[config.mk]
export PLATFORM = sky130hd
export DESIGN_NAME = sync_fifo
export DESIGN_NICKNAME = d
export VERILOG_FILES = /design/src/rtl/sync_fifo.sv
export SDC_FILE = /design/constraint.sdc
export NUM_CORES = 1
export LEC_CHECK = 0
export BUFFER_PORTS_ARGS = -buffer_cell sky130_fd_sc_hd__buf_2
export CAP_MARGIN = 0
export CORE_MARGIN = 2
export CORE_UTILIZATION = 45
export CTS_CLUSTER_SIZE = 30
export DETAILED_ROUTE_END_ITERATION = 6
export HOLD_SLACK_MARGIN = 0.08
export PLACE_DENSITY_LB_ADDON = 0.2
export RECOVER_POWER = 100
export SLEW_MARGIN = 20
export SYNTH_ARGS = -nofsm -noshare
export SYNTH_HDL_FRONTEND = slang
export SYNTH_SLANG_ARGS = --single-unit
[constraint.sdc]
create_clock -name clk -period 5.7 [get_ports clk]
set_input_delay 0.57 -clock clk [delete_from_list [all_inputs] [get_ports clk]]
set_output_delay 0.57 -clock clk [all_outputs]
set_load 0.02 [all_outputs]
[src/rtl/sync_fifo.sv]
// Synchronous single-clock FIFO with a registered read port, occupancy
// count, programmable almost-full/almost-empty levels and sticky
// overflow/underflow error flags.
module sync_fifo #(
    parameter int DATA_WIDTH    = 8,
    parameter int ADDR_WIDTH    = 4,
    parameter int AFULL_THRESH  = 12,
    parameter int AEMPTY_THRESH = 2
) (
    input  logic                  clk,
    input  logic                  rst,
    input  logic                  wr_en,
    input  logic [DATA_WIDTH-1:0] wr_data,
    input  logic                  rd_en,
    input  logic                  err_clr,
    output logic [DATA_WIDTH-1:0] rd_data,
    output logic                  rd_valid,
    output logic                  full,
    output logic                  empty,
    output logic                  almost_full,
    output logic                  almost_empty,
    output logic [ADDR_WIDTH:0]   count,
    output logic                  overflow,
    output logic                  underflow
);

    localparam int DEPTH = 1 << ADDR_WIDTH;

    localparam logic [ADDR_WIDTH:0] CNT_DEPTH  = (ADDR_WIDTH + 1)'(DEPTH);
    localparam logic [ADDR_WIDTH:0] CNT_AFULL  = (ADDR_WIDTH + 1)'(AFULL_THRESH);
    localparam logic [ADDR_WIDTH:0] CNT_AEMPTY = (ADDR_WIDTH + 1)'(AEMPTY_THRESH);
    localparam logic [ADDR_WIDTH:0] CNT_ONE    = (ADDR_WIDTH + 1)'(1);

    logic [DATA_WIDTH-1:0] mem [DEPTH];

    logic [ADDR_WIDTH:0]   wr_ptr_q, wr_ptr_d;
    logic [ADDR_WIDTH:0]   rd_ptr_q, rd_ptr_d;
    logic [ADDR_WIDTH:0]   count_q, count_d;
    logic [DATA_WIDTH-1:0] rd_data_q, rd_data_d;
    logic                  rd_valid_q, rd_valid_d;
    logic                  overflow_q, overflow_d;
    logic                  underflow_q, underflow_d;
    logic                  wr_accept;
    logic                  rd_accept;

    // Status flags are pure decodes of the registered count.
    assign full         = (count_q == CNT_DEPTH);
    assign empty        = (count_q == '0);
    assign almost_full  = (count_q >= CNT_AFULL);
    assign almost_empty = (count_q <= CNT_AEMPTY);

    assign count     = count_q;
    assign rd_data   = rd_data_q;
    assign rd_valid  = rd_valid_q;
    assign overflow  = overflow_q;
    assign underflow = underflow_q;

    // Next-state logic: acceptance from start-of-cycle flags, pointers, count, read word, errors.
    always_comb begin
        // NOTE: every signal gets a default first so no path through this block can infer a latch.
        wr_ptr_d    = wr_ptr_q;
        rd_ptr_d    = rd_ptr_q;
        count_d     = count_q;
        rd_data_d   = rd_data_q;
        rd_valid_d  = 1'b0;

        wr_accept   = wr_en && !full;
        rd_accept   = rd_en && !empty;

        if (wr_accept) begin
            wr_ptr_d = wr_ptr_q + CNT_ONE;
        end
        if (rd_accept) begin
            rd_ptr_d   = rd_ptr_q + CNT_ONE;
            rd_data_d  = mem[rd_ptr_q[ADDR_WIDTH-1:0]];
            rd_valid_d = 1'b1;
        end

        case ({wr_accept, rd_accept})
            2'b10:   count_d = count_q + CNT_ONE;
            2'b01:   count_d = count_q - CNT_ONE;
            default: count_d = count_q;
        endcase

        // A fresh error wins over a simultaneous clear.
        overflow_d  = (overflow_q  && !err_clr) || (wr_en && full);
        underflow_d = (underflow_q && !err_clr) || (rd_en && empty);
    end

    // Control and read-port registers with synchronous reset.
    always_ff @(posedge clk) begin
        // NOTE: state registers use non-blocking assignments so every flop samples pre-edge values.
        if (rst) begin
            wr_ptr_q    <= '0;
            rd_ptr_q    <= '0;
            count_q     <= '0;
            rd_data_q   <= '0;
            rd_valid_q  <= 1'b0;
            overflow_q  <= 1'b0;
            underflow_q <= 1'b0;
        end else begin
            wr_ptr_q    <= wr_ptr_d;
            rd_ptr_q    <= rd_ptr_d;
            count_q     <= count_d;
            rd_data_q   <= rd_data_d;
            rd_valid_q  <= rd_valid_d;
            overflow_q  <= overflow_d;
            underflow_q <= underflow_d;
        end
    end

    // Storage write port.
    always_ff @(posedge clk) begin
        // NOTE: storage has no reset so it maps onto RAM; emptiness is tracked by count/pointers alone.
        if (wr_accept && !rst) begin
            mem[wr_ptr_q[ADDR_WIDTH-1:0]] <= wr_data;
        end
    end

endmodule
---- Yosys cells after proc, flatten, opt, wreduce, memory -nomap -nowiden ----
Memories as Yosys holds them, arrays and structs flattened. A register that Yosys moved wholly into a read port is not among the register bits.
Index checks and enable logic that the tools add are counted.
storage, ports and cells
  register bits after elaboration ......... 18
  bits in writable memories ............... 128
  input port bits ......................... 13
  output and inout port bits .............. 20
  word-level logic and storage cells ...... 35
  memories ................................ 1
cells by class
  add/sub/neg operators ................... 4
  magnitude comparators ................... 2
  equal/unequal tests ..................... 3
  muxes and demuxes ....................... 4
  reduce and logical (&&, ||, !) cells .... 15
memories
  name  depth  bits a word  rd ports  clocked after memory_dff  write ports  line  text
  mem   16     8            1         1                         1            34    logic [DATA_WIDTH-1:0] mem [DEPTH];
operators by type and width
  kind                                                                              count
  5-bit by 1-bit adder with 5-bit output, second input constant                     3
  5-bit one-hot mux with 2 select lines                                             1
  1-bit logical AND                                                                 7
  5-bit == test, second input constant                                              1
  5-bit by 4-bit >= comparator with 1-bit output, second input constant             1
  5-bit by 2-bit less-or-equal comparator with 1-bit output, second input constant  1
  5-bit zero test                                                                   1
  5-bit by 1-bit subtractor with 5-bit output, second input constant                1
  1-bit zero test                                                                   4
  1-bit 2-to-1 mux                                                                  3
  2-bit by 1-bit == test with 1-bit output, second input constant                   1
  2-bit == test, second input constant                                              1
  1-bit logical OR                                                                  2
  2-bit nonzero test                                                                1

---- Depth between registers and ports, before layout ----
Gate-level depths: netlist of the first run.
  depth after elaboration ................. 6
  depth in mapped cells ................... 11

---- Worst setup path before layout of the first run ----
No wires, ideal clock.
  path kind ............................... register to register
  start ................................... register count_q[4], in the netlist count[4]
  end ..................................... register count_q[4], in the netlist count[4]
  library setup time ...................... 0.123 ns
  arrival ................................. 2.807 ns
  required time ........................... 5.577 ns
  path slack .............................. 2.770 ns
  stages on the path, launching flop included .. 12
  path through ............................ dfxtp_1 -> nor2_1 -> a21boi_1 -> clkbuf_1 -> ha_1 -> inv_1 -> fa_1 -> nor2b_1 -> o21ai_1 -> nand3_1 -> or3b_1 -> mux2_1
on the way
  cells in the longest elaborated chain, start to end .. 5
  elaborated cells between the ends (all ways) .. 12
  classes of those cells .................. add/sub (2); eq/ne (3); mux (1); reduce/logical (6)
RTL lines
  element                                                                      line  text
  from (decl)                                                                  38    logic [ADDR_WIDTH:0] count_q, count_d;
  from (signal assigned)                                                       104   count_q <= count_d;
  5-bit zero test *                                                            48    assign empty = (count_q == '0);
  1-bit zero test *                                                            68    rd_accept = rd_en && !empty;
  1-bit logical AND *                                                          68
  net rd_accept                                                                44    logic rd_accept;
  2-bit by 1-bit == test with 1-bit output or 2-bit == test (tied branches)    79    case ({wr_accept, rd_accept})
  5-bit one-hot mux with 2 select lines or 2-bit nonzero test (tied branches)  -
The timed path passes the listed nets; every way through them passes the cells marked *.
A chain may end at the register's enable or synchronous reset.

---- Worst setup path in the final report of the first run ----
  start ................................... register count_q[1], in the netlist count[1]
  end ..................................... register count_q[4], in the netlist count[4]
on the way
  cells in the longest elaborated chain, start to end .. 5
  elaborated cells between the ends (all ways) .. 12
  classes of those cells .................. add/sub (2); eq/ne (3); mux (1); reduce/logical (6)
RTL lines
  element                                                                      line
  5-bit == test or 5-bit zero test (tied branches)                             47, 48
  1-bit zero test (on tied branches)                                           67, 68
  1-bit logical AND (on tied branches)                                         67, 68
  2-bit by 1-bit == test with 1-bit output or 2-bit == test (tied branches)    79
  5-bit one-hot mux with 2 select lines or 2-bit nonzero test (tied branches)  -
Parallel ways exist; a longest one is shown, timed or not.

==> impl_metrics.py, run 1 <==
metrics = {
    "run_status": {
        "outcome": "finished, final reports clean",
    },
    "finish": {
        "area.growth.synth_to_final_pct": 12.8,
        "final-seq-area_um2": 4320,
        "final_core_utilization_pct": 52.1,
        "count_of_antenna_diodes_in_the_layout": 0,
        "final_nets": 458,
        "layout.filler_cells": 1141,
        "multi_input_comb_area_um2": 1620,
        "drive_gt1_share_pct": 6.92,
        "final_instance_area_um2": 6900,
    },
    "setup_path": {
        "setup.worst_path.class": "flop to flop",
        "worst_setup_path_end_kind": "flop",
        "startpoint_type_of_the_worst_setup_path": "flop",
        "critical_path.slowest_cell": "sky130_fd_sc_hd__a21boi_2",
        "worst_r2r_startpoint": "count[1]",
        "critical-path-max-stage-delay_ns": 0.75,
        "worstPathMaxFanout": 22,
        "worst_endpoint_data_arrival_time_ns": 3.64,
        "worstPathCellList": "nor3_1 > a21boi_2 > ha_1 > inv_1 > fa_1 > nor2b_1 > o21ai_0 > nand3_1 > or3b_1 > mux2_1",
        "critical_path_required_ns": 6.01,
        "critical_path.startpoint": "count[1]",
    },
    "yosys": {
        "async_flop_share_pct": 0,
        "syn_inst": 402,
        "synth-edff-count": 128,
        "synth_area_leaders": "sky130_fd_sc_hd__edfxtp_1 (63%), sky130_fd_sc_hd__mux2i_1 (11%), sky130_fd_sc_hd__dfxtp_1 (7.9%)",
        "synth_area_per_cell_um2": 15.2,
        "yosys_most_used_dff": "sky130_fd_sc_hd__edfxtp_1",
        "synth-seq-cells": 152,
        "synth_sequential_area_ratio_pct": 70.7,
        "yosys_warnings": 0,
        "synth_cell_type_count": 38,
        "post_synthesis_cell_area_um2": 6120,
        "yosys.area.top_type": "sky130_fd_sc_hd__edfxtp_1",
        "postSynthNetCount": 425,
        "synthDominantCellAreaShare_pct": 62.8,
    },
    "detailed_routing": {
        "postRouteAntennaNets": 0,
        "avgRoutedWirePerCell_um": 20.0,
        "detail_route.vias_per_cell": 5.37,
        "initialDrtViolationCount": 271,
        "drcViolationCount": 0,
        "num_vias": 3352,
        "dr.pass1.iters": 4,
        "drt_total_wl_mm": 12.5,
    },
    "sta": {
        "relSlewSlack_pct": 3.15,
        "achievable-frequency_mhz": 300,
        "finalSetupViolations": 0,
        "hold_viol": 0,
        "finalClockSkew_ns": 0.00767,
        "report.final.slew_viol_count": 0,
        "post_route_fraction_of_the_period_consumed_by_the_critical_path_pct": 58.4,
        "worst_pin_slew_ns": 1.45,
        "rsz0062_at_grt": "no",
        "fin_crit_ns": 3.33,
        "final.setup.tns_ns": 0,
        "final.hold.worst_slack_ns": 0.397,
    },
    "placement": {
        "portBuffers": 32,
        "dpl-instance-area_um2": 6380,
        "post-dp-hpwl_mm": 7.91,
        "place_congestion": 0.818,
    },
    "power": {
        "p_int_w": 0.00209,
        "power.clock.fraction_pct": 36.0,
        "switching_share_pct": 28.7,
        "vdd_ir_drop_max_uv": 215,
        "comb_power_share_pct": 18.2,
        "pwr_density_cell_nw_per_um2": 425,
        "totalPowerFinal_w": 0.00293,
        "seqPwrFrac_pct": 45.8,
        "total_leakage_power_nw": 2.15,
        "switching_power_total_w": 0.000841,
    },
    "floorplan": {
        "core_area_um2": 13200,
        "die_height_um": 121,
        "initial_standard_cell_utilization_of_the_core_pct": 46.2,
        "cell_rows": 42,
        "io_pins": 33,
        "die_w_um": 121,
        "die_area_um2": 14500,
    },
    "global_routing": {
        "grt_antenna_before_repair": 0,
        "pin_count_of_the_biggest_net_entering_global_routing": 67,
        "grt_pass1_wl_mm": 19.1,
        "grt-ovfl-total": 0,
        "grtUsageTotal_pct": 18.6,
        "vias_in_the_first_global_route": 3198,
    },
    "clock_tree": {
        "worst_skew_pair.late_latency_ns": 0.42,
        "ctsResizeCount": 0,
        "cts.sink_count": 152,
        "htree_num_levels": 4,
        "ctsRootBufferMaster": "sky130_fd_sc_hd__clkbuf_16",
        "tritoncts_clock_tree": "built",
        "post_cts.repair.setup_buffers": 0,
        "path_clk_slew_ns": 0.06,
        "cts.hold.buffers_added": 0,
        "cts_max_path_buffers": 2,
        "cts_buffers": 17,
    },
    "job": {
        "maxCapViolations": 0,
    },
    "min_path": {
        "worst_hold_path_type": "input port to flop",
        "hp-start": "wr_en",
    },
}
placed cells by master, fill, tap and decap left out, drive strengths merged, types with 2 or more instances in the layout:
cell type  netlist  routed
a21oi            7       7
clkbuf           6      51
clkinv           0       6
or3              2       2
nand2            8       8
nor2            45      45
nor2b            6       6
nand3            2       2
a211oi           8       8
mux2i           66      66
a21o             2       2
nand4            2       2
nor4             8       8
o22ai           32      32
edfxtp         128     128
or3b             3       3
xnor2            3       3
dfxtp           24      24
inv              9       9
nor3             2       2
buf             13       5
nand3b           4       4
xor2             5       5
bufinv           0       2
ha               9       9
sequential cells by signal (all words and copies together) (netlist names):
signal / count
rd_ptr_q: 4
count: 5
rd_data: 8
underflow: 1
mem: 128
wr_ptr_q: 4
overflow: 1
rd_valid: 1
final cells by class:
type                            instances  area share [%]
Timing Repair Buffer                   33            2.21
Sequential cell                       152            62.7
Multi-Input combinational cell        222            23.5
Clock inverter                          9            1.47
Clock buffer                           23            6.49
Tap cell                              176            3.19
Inverter                                9           0.490
per-layer routing:
layer	vias up	share of wire, %	GRT usage [%]	wire length [um]
met5	-	0	0	0
met1	1662	45	25.0	5600
met2	73	48	29.0	5970
met3	13	5.8	5.24	724
met4	0	1.3	6.32	163
li1	1604	-	-	-
per-stage QoR:
step	std cells	setup slack, ns
finish	624	2.37
global route	624	2.06
CTS	623	2.39
detailed placement	591	2.32
global placement	591	2.41
floorplan	402	2.77
critical path, delay by kind of cell, from the launching register on:
kind / cells / cell delay [ns]
compound gates: 2 / 0.87
fa+ha+maj: 2 / 0.76
mux: 1 / 0.31
simple gates: 4 / 0.74
flops: 1 / 0.43
buf+inv: 1 / 0.10
power groups by stage:
stage               registers (W)  clock network (W)  logic (W)
global placement          0.00136                  0   0.000554
detailed placement        0.00137                  0   0.000561
finish                    0.00134            0.00105   0.000533
floorplan                 0.00140                  0   0.000346
global route              0.00135            0.00112   0.000591
CTS                       0.00135            0.00107   0.000565
final timing paths:
check                                   to  slack [ns]  cells past startpoint
worst max-delay path              count[4]        2.37                     10
worst max register to register    count[4]        2.37                     10
worst min-delay path              overflow        0.40                      3
worst min register to register  rd_data[7]        0.51                      2
synth_stat cells (2+ instances only):
| master | n |
|---|---|
| sky130_fd_sc_hd__edfxtp_1 | 128 |
| sky130_fd_sc_hd__mux2i_1 | 66 |
| sky130_fd_sc_hd__nor2_1 | 45 |
| sky130_fd_sc_hd__o22ai_1 | 32 |
| sky130_fd_sc_hd__dfxtp_1 | 24 |
| sky130_fd_sc_hd__ha_1 | 9 |
| sky130_fd_sc_hd__inv_1 | 9 |
| sky130_fd_sc_hd__a211oi_1 | 8 |
| sky130_fd_sc_hd__nand2_1 | 8 |
| sky130_fd_sc_hd__nor4_1 | 8 |
| sky130_fd_sc_hd__a21oi_1 | 7 |
| sky130_fd_sc_hd__nor2b_1 | 6 |
| sky130_fd_sc_hd__buf_4 | 5 |
| sky130_fd_sc_hd__clkbuf_1 | 5 |
| sky130_fd_sc_hd__xor2_1 | 5 |
| sky130_fd_sc_hd__buf_2 | 4 |
| sky130_fd_sc_hd__buf_6 | 3 |
| sky130_fd_sc_hd__nand3b_1 | 3 |
| sky130_fd_sc_hd__xnor2_1 | 3 |
| sky130_fd_sc_hd__a21o_1 | 2 |
| sky130_fd_sc_hd__nand3_1 | 2 |
| sky130_fd_sc_hd__nand4_1 | 2 |
| sky130_fd_sc_hd__or3_1 | 2 |
| sky130_fd_sc_hd__or3b_1 | 2 |
cell families after synthesis:
group           count (synthesis)  synth area share [%]
flops                         152                  70.7
fa+ha+maj                      10                  2.17
buf+inv                        28                  2.54
compound gates                 53                  5.77
simple gates                   84                  6.69
xor+xnor                        8                  1.15
mux                            67                  11.0
Note: power is estimated with default switching activity, not from simulation.
==> inputs of run 2 (changes only) <==
==> constraint.sdc (replaced) <==
create_clock -name clk -period 3 [get_ports clk]
set_input_delay 0.3 -clock clk [delete_from_list [all_inputs] [get_ports clk]]
set_output_delay 0.3 -clock clk [all_outputs]
set_load 0.02 [all_outputs]
==> impl_metrics.py, run 2 (synthesis results as in run 1) <==
metrics = {
    "run_status": {
        "outcome": "finished, final reports clean",
    },
    "detailed_routing": {
        "initialDrtViolationCount": 305,
        "dr.pass1.iters": 4,
        "drt_total_wl_mm": 12.8,
        "postRouteAntennaNets": 0,
        "drcViolationCount": 0,
        "num_vias": 3411,
        "avgRoutedWirePerCell_um": 20.5,
        "detail_route.vias_per_cell": 5.45,
    },
    "floorplan": {
        "initial_standard_cell_utilization_of_the_core_pct": 46.2,
        "core_area_um2": 13200,
        "io_pins": 33,
        "die_w_um": 121,
        "cell_rows": 42,
        "die_height_um": 121,
        "die_area_um2": 14500,
    },
    "placement": {
        "place_congestion": 0.821,
        "count_of_placed_standard_cells_including_taps": 597,
        "post-dp-hpwl_mm": 8.31,
        "portBuffers": 32,
    },
    "setup_path": {
        "worst_endpoint_data_arrival_time_ns": 3.15,
        "startpoint_type_of_the_worst_setup_path": "flop",
        "worstPathMaxFanout": 9,
        "setup.worst_path.class": "flop to flop",
        "critical_path_required_ns": 3.30,
        "worst_setup_path_end_kind": "flop",
    },
    "sta": {
        "finalSetupViolations": 0,
        "relSlewSlack_pct": 31.5,
        "fin_crit_ns": 2.85,
        "worst_pin_slew_ns": 1.03,
        "rsz0062_at_grt": "no",
        "final.setup.tns_ns": 0,
        "finalClockSkew_ns": 0.00497,
        "report.final.slew_viol_count": 0,
        "achievable-frequency_mhz": 351,
        "post_route_fraction_of_the_period_consumed_by_the_critical_path_pct": 95.0,
        "hold_viol": 0,
    },
    "power": {
        "vdd_ir_drop_max_uv": 490,
        "pwr_density_cell_nw_per_um2": 794,
        "total_leakage_power_nw": 2.14,
        "totalPowerFinal_w": 0.00548,
    },
    "global_routing": {
        "grtUsageTotal_pct": 18.9,
        "grt_pass1_wl_mm": 19.4,
        "grt_antenna_before_repair": 0,
        "pin_count_of_the_biggest_net_entering_global_routing": 32,
        "grt-ovfl-total": 0,
        "vias_in_the_first_global_route": 3341,
    },
    "finish": {
        "count_of_antenna_diodes_in_the_layout": 0,
        "most_frequent_standard_cell_in_the_layout_excluding_fill_and_tap_cells": "sky130_fd_sc_hd__edfxtp_1",
        "drive_gt1_share_pct": 7.33,
        "largest_register_ffs": 128,
        "area.growth.synth_to_final_pct": 12.8,
        "final_core_utilization_pct": 52.1,
        "multi_input_comb_area_um2": 1650,
        "layout_common_cells": "sky130_fd_sc_hd__edfxtp_1 (128), sky130_fd_sc_hd__mux2i_1 (66), sky130_fd_sc_hd__nor2_1 (45)",
        "final_cell_count_no_fill": 626,
        "final_nets": 463,
        "layout.filler_cells": 1142,
        "final-seq-area_um2": 4330,
    },
    "clock_tree": {
        "worst_skew_pair.late_latency_ns": 0.42,
        "cts.hold.buffers_added": 0,
        "path_clk_slew_ns": 0.06,
        "cts_max_path_buffers": 2,
        "cts.sink_count": 152,
        "htree_num_levels": 4,
        "post_cts.repair.setup_buffers": 0,
        "cts_buffers": 17,
        "ctsRootBufferMaster": "sky130_fd_sc_hd__clkbuf_16",
        "tritoncts_clock_tree": "built",
    },
    "job": {
        "maxCapViolations": 0,
    },
    "min_path": {
        "worst_hold_path_type": "input port to flop",
    },
}
## run 2: final timing paths
path / startpoint / end / slack [ns] / cells past startpoint
worst min register to register: rd_data[5] / rd_data[5] / 0.50 / 2
worst max-delay path: count[0] / count[4] / 0.15 / 11
worst min-delay path: rd_en / underflow / 0.14 / 3
worst max register to register: count[0] / count[4] / 0.15 / 11
## run 2: per-stage QoR
| stage | cell area, um^2 | worst slack (ns) | hold slack [ns] |
|---|---|---|---|
| floorplan | 6120 | 0.0702 | 0.399 |
| global placement | 6440 | 0.240 | 0.485 |
| finish | 6900 | 0.151 | 0.142 |
| CTS | 6940 | 0.126 | 0.129 |
| detailed placement | 6440 | 0.140 | 0.492 |
| global route | 6900 | 0.0381 | 0.143 |
## run 2: per-layer routing
| metal | wire length, um | up-vias | share of wire [%] | global-route usage (%) |
|---|---|---|---|---|
| met4 | 162 | 0 | 1.3 | 5.89 |
| li1 | - | 1609 | - | - |
| met5 | 0 | - | 0 | 0 |
| met1 | 5930 | 1709 | 46 | 26.3 |
| met2 | 6180 | 78 | 48 | 28.6 |
| met3 | 540 | 15 | 4.2 | 5.80 |
## run 2: critical path: stages, from the launching register on
cell,delay [ns]
sky130_fd_sc_hd__dfxtp_1,0.39
sky130_fd_sc_hd__nor3_4,0.28
sky130_fd_sc_hd__a31oi_4,0.19
sky130_fd_sc_hd__inv_1,0.10
sky130_fd_sc_hd__ha_1,0.24
sky130_fd_sc_hd__inv_1,0.10
sky130_fd_sc_hd__fa_1,0.40
sky130_fd_sc_hd__nor2b_1,0.18
sky130_fd_sc_hd__o21ai_1,0.10
sky130_fd_sc_hd__nand3_1,0.08
sky130_fd_sc_hd__or3b_1,0.35
sky130_fd_sc_hd__mux2_1,0.31
## run 2: timing repair
item,4_1_cts,5_1_grt
hold endpoints to repair,0,0
gates resized for setup,0,1
setup endpoints to repair,0,1
## run 2: power breakdown
group / internal, W / total [W] / switching [W] / leakage [nW]
Sequential: 0.00242 / 0.00256 / 0.000136 / 1.35
Combinational: 0.000349 / 0.00106 / 0.000708 / 0.550
Clock: 0.00111 / 0.00186 / 0.000755 / 0.244
Total: 0.00388 / 0.00548 / 0.00160 / 2.14
## run 2: area by class of cell
class | instances | share of cell area (%)
clock buffers | 21 | 6.39
well taps | 176 | 3.19
inverters | 9 | 0.490
clock inverters | 8 | 0.853
repair buffers | 38 | 2.49
multi-input cells | 222 | 23.9
flip-flops and latches | 152 | 62.7
==> inputs of run 3 (changes only) <==
==> constraint.sdc (replaced) <==
create_clock -name clk -period 3 [get_ports clk]
set_input_delay 0.3 -clock clk [delete_from_list [all_inputs] [get_ports clk]]
set_output_delay 0.3 -clock clk [all_outputs]
set_load 0.05 [all_outputs]
==> impl_metrics.py, run 3 (synthesis results as in run 1) <==
metrics = {
    "run_status": {
        "outcome": "finished, final reports clean",
    },
    "finish": {
        "final-seq-area_um2": 4330,
        "final_instance_area_um2": 6980,
        "final_nets": 467,
        "most_frequent_standard_cell_in_the_layout_excluding_fill_and_tap_cells": "sky130_fd_sc_hd__edfxtp_1",
        "layout_common_cells": "sky130_fd_sc_hd__edfxtp_1 (128), sky130_fd_sc_hd__mux2i_1 (66), sky130_fd_sc_hd__nor2_1 (45)",
        "area.growth.synth_to_final_pct": 14.2,
        "layout.filler_cells": 1147,
        "multi_input_comb_area_um2": 1650,
        "drive_gt1_share_pct": 8.75,
        "largest_register_ffs": 128,
        "final_core_utilization_pct": 52.7,
        "count_of_antenna_diodes_in_the_layout": 0,
    },
    "global_routing": {
        "use_met2_pct": 29.2,
        "busiest_layer": "met2",
        "grt-ovfl-total": 0,
        "pin_count_of_the_biggest_net_entering_global_routing": 24,
        "grtUsageTotal_pct": 19.2,
        "grt_antenna_before_repair": 0,
        "vias_in_the_first_global_route": 3344,
        "grt_pass1_wl_mm": 19.8,
        "grtUsageMet1_pct": 26.5,
        "global_route.usage.met3_pct": 5.14,
    },
    "min_path": {
        "worst_hold_path_type": "input port to flop",
        "worstHoldPathCells": 3,
    },
    "floorplan": {
        "io_pins": 33,
        "die_area_um2": 14500,
        "core_area_um2": 13200,
        "die_w_um": 121,
        "initial_standard_cell_utilization_of_the_core_pct": 46.2,
        "cell_rows": 42,
        "die_height_um": 121,
    },
    "power": {
        "pwr_density_cell_nw_per_um2": 858,
        "total_leakage_power_nw": 2.18,
        "vdd_ir_drop_max_uv": 493,
    },
    "detailed_routing": {
        "drcViolationCount": 0,
        "postRouteAntennaNets": 0,
        "drt_total_wl_mm": 12.7,
        "dr.pass1.iters": 4,
        "detail_route.vias_per_cell": 5.47,
        "num_vias": 3460,
        "avgRoutedWirePerCell_um": 20.1,
        "initialDrtViolationCount": 317,
    },
    "clock_tree": {
        "worst_skew_pair.late_latency_ns": 0.42,
        "cts_buffers": 17,
        "cts.hold.buffers_added": 0,
        "post_cts.repair.setup_buffers": 0,
        "ctsRootBufferMaster": "sky130_fd_sc_hd__clkbuf_16",
        "cts_max_path_buffers": 2,
        "cts.sink_count": 152,
        "ctsResizeCount": 0,
        "tritoncts_clock_tree": "built",
        "path_clk_slew_ns": 0.06,
        "htree_num_levels": 4,
    },
    "setup_path": {
        "worst-r2r-cell-count": 11,
        "critical_path.slowest_cell": "sky130_fd_sc_hd__fa_1",
        "setup.worst_path.class": "flop to flop",
        "critical-path-top-cell-by-count": "sky130_fd_sc_hd__inv_1",
        "worst_setup_path_end_kind": "flop",
        "critical_path_required_ns": 3.31,
        "reg2reg_slack_ns": 0.20,
        "startpoint_type_of_the_worst_setup_path": "flop",
        "worstPathMaxFanout": 9,
        "worst_endpoint_data_arrival_time_ns": 3.10,
        "worstPathCellList": "nor3_4 > a31oi_4 > inv_1 > ha_1 > inv_1 > fa_1 > nor2b_1 > o21ai_1 > nand3_1 > or3b_1 > mux2_1",
        "critical-path-max-stage-delay_ns": 0.38,
    },
    "sta": {
        "postLayoutSetupSlackWorst_ns": 0.205,
        "achievable-frequency_mhz": 358,
        "fin_crit_ns": 2.80,
        "finalClockSkew_ns": 0.00841,
        "worst_pin_slew_ns": 0.992,
        "post_route_fraction_of_the_period_consumed_by_the_critical_path_pct": 93.2,
        "relSlewSlack_pct": 33.9,
        "report.final.slew_viol_count": 0,
        "finalSetupViolations": 0,
        "final.setup.tns_ns": 0,
        "hold_viol": 0,
        "rsz0062_at_grt": "no",
    },
    "placement": {
        "place_congestion": 0.838,
        "portBuffers": 32,
        "post-dp-hpwl_mm": 8.36,
        "dpl-instance-area_um2": 6480,
        "dp_worst_setup_slack_ns": 0.131,
    },
    "job": {
        "maxCapViolations": 0,
    },
}
-- run 3: cell types whose count changed in the layout (fill, tap and decap cells not counted) --
cell / delta
sky130_fd_sc_hd__dfxtp_1: -4
sky130_fd_sc_hd__dfxtp_2: +4
sky130_fd_sc_hd__bufinv_16: +2
sky130_fd_sc_hd__clkbuf_1: +2
sky130_fd_sc_hd__clkinv_1: +2
sky130_fd_sc_hd__a2111oi_0: -1
sky130_fd_sc_hd__a2111oi_1: +1
sky130_fd_sc_hd__buf_4: -1
sky130_fd_sc_hd__clkbuf_2: +1
sky130_fd_sc_hd__clkinv_4: +1
-- run 3: cell type report --
class	count	area share (%)
flip-flops and latches	152	62.0
clock buffers	19	6.20
clock inverters	13	1.93
well taps	176	3.15
inverters	9	0.484
repair buffers	42	2.63
multi-input cells	222	23.6
-- run 3: per-layer routing --
layer | wire length, um | up-vias
li1 | - | 1629
met4 | 201 | 0
met3 | 541 | 15
met2 | 6080 | 85
met1 | 5910 | 1731
met5 | 0 | -
-- run 3: worst paths after layout --
check	from	endpoint
worst max-delay path	count[3]	count[4]
worst min-delay path	wr_en	overflow
worst max register to register	count[3]	count[4]
worst min register to register	rd_data[1]	rd_data[1]
-- run 3: metrics by stage --
step                      instances  hold WS (ns)  total power, W
after floorplan                 402         0.399         0.00363
after global placement          601         0.486         0.00398
after detailed placement        601         0.493         0.00401
after CTS                       633         0.125         0.00606
after global routing            633         0.134         0.00625
final                           633         0.133         0.00599
-- run 3: critical path, delay by kind of cell, from the launching register on --
| kind | cells | cell delay [ns] |
|---|---|---|
| AO/OA/AOI/OAI | 2 | 0.29 |
| buffers and inverters | 2 | 0.20 |
| multiplexers | 1 | 0.31 |
| adder cells (fa/ha/maj) | 2 | 0.61 |
| flip-flops | 1 | 0.35 |
| AND/OR/NAND/NOR | 4 | 0.93 |
-- run 3: power breakdown --
group	total, W	internal [W]	leakage [nW]	switching (W)
registers	0.00256	0.00243	1.35	0.000130
clock network	0.00205	0.00128	0.277	0.000771
logic	0.00138	0.000349	0.554	0.00103
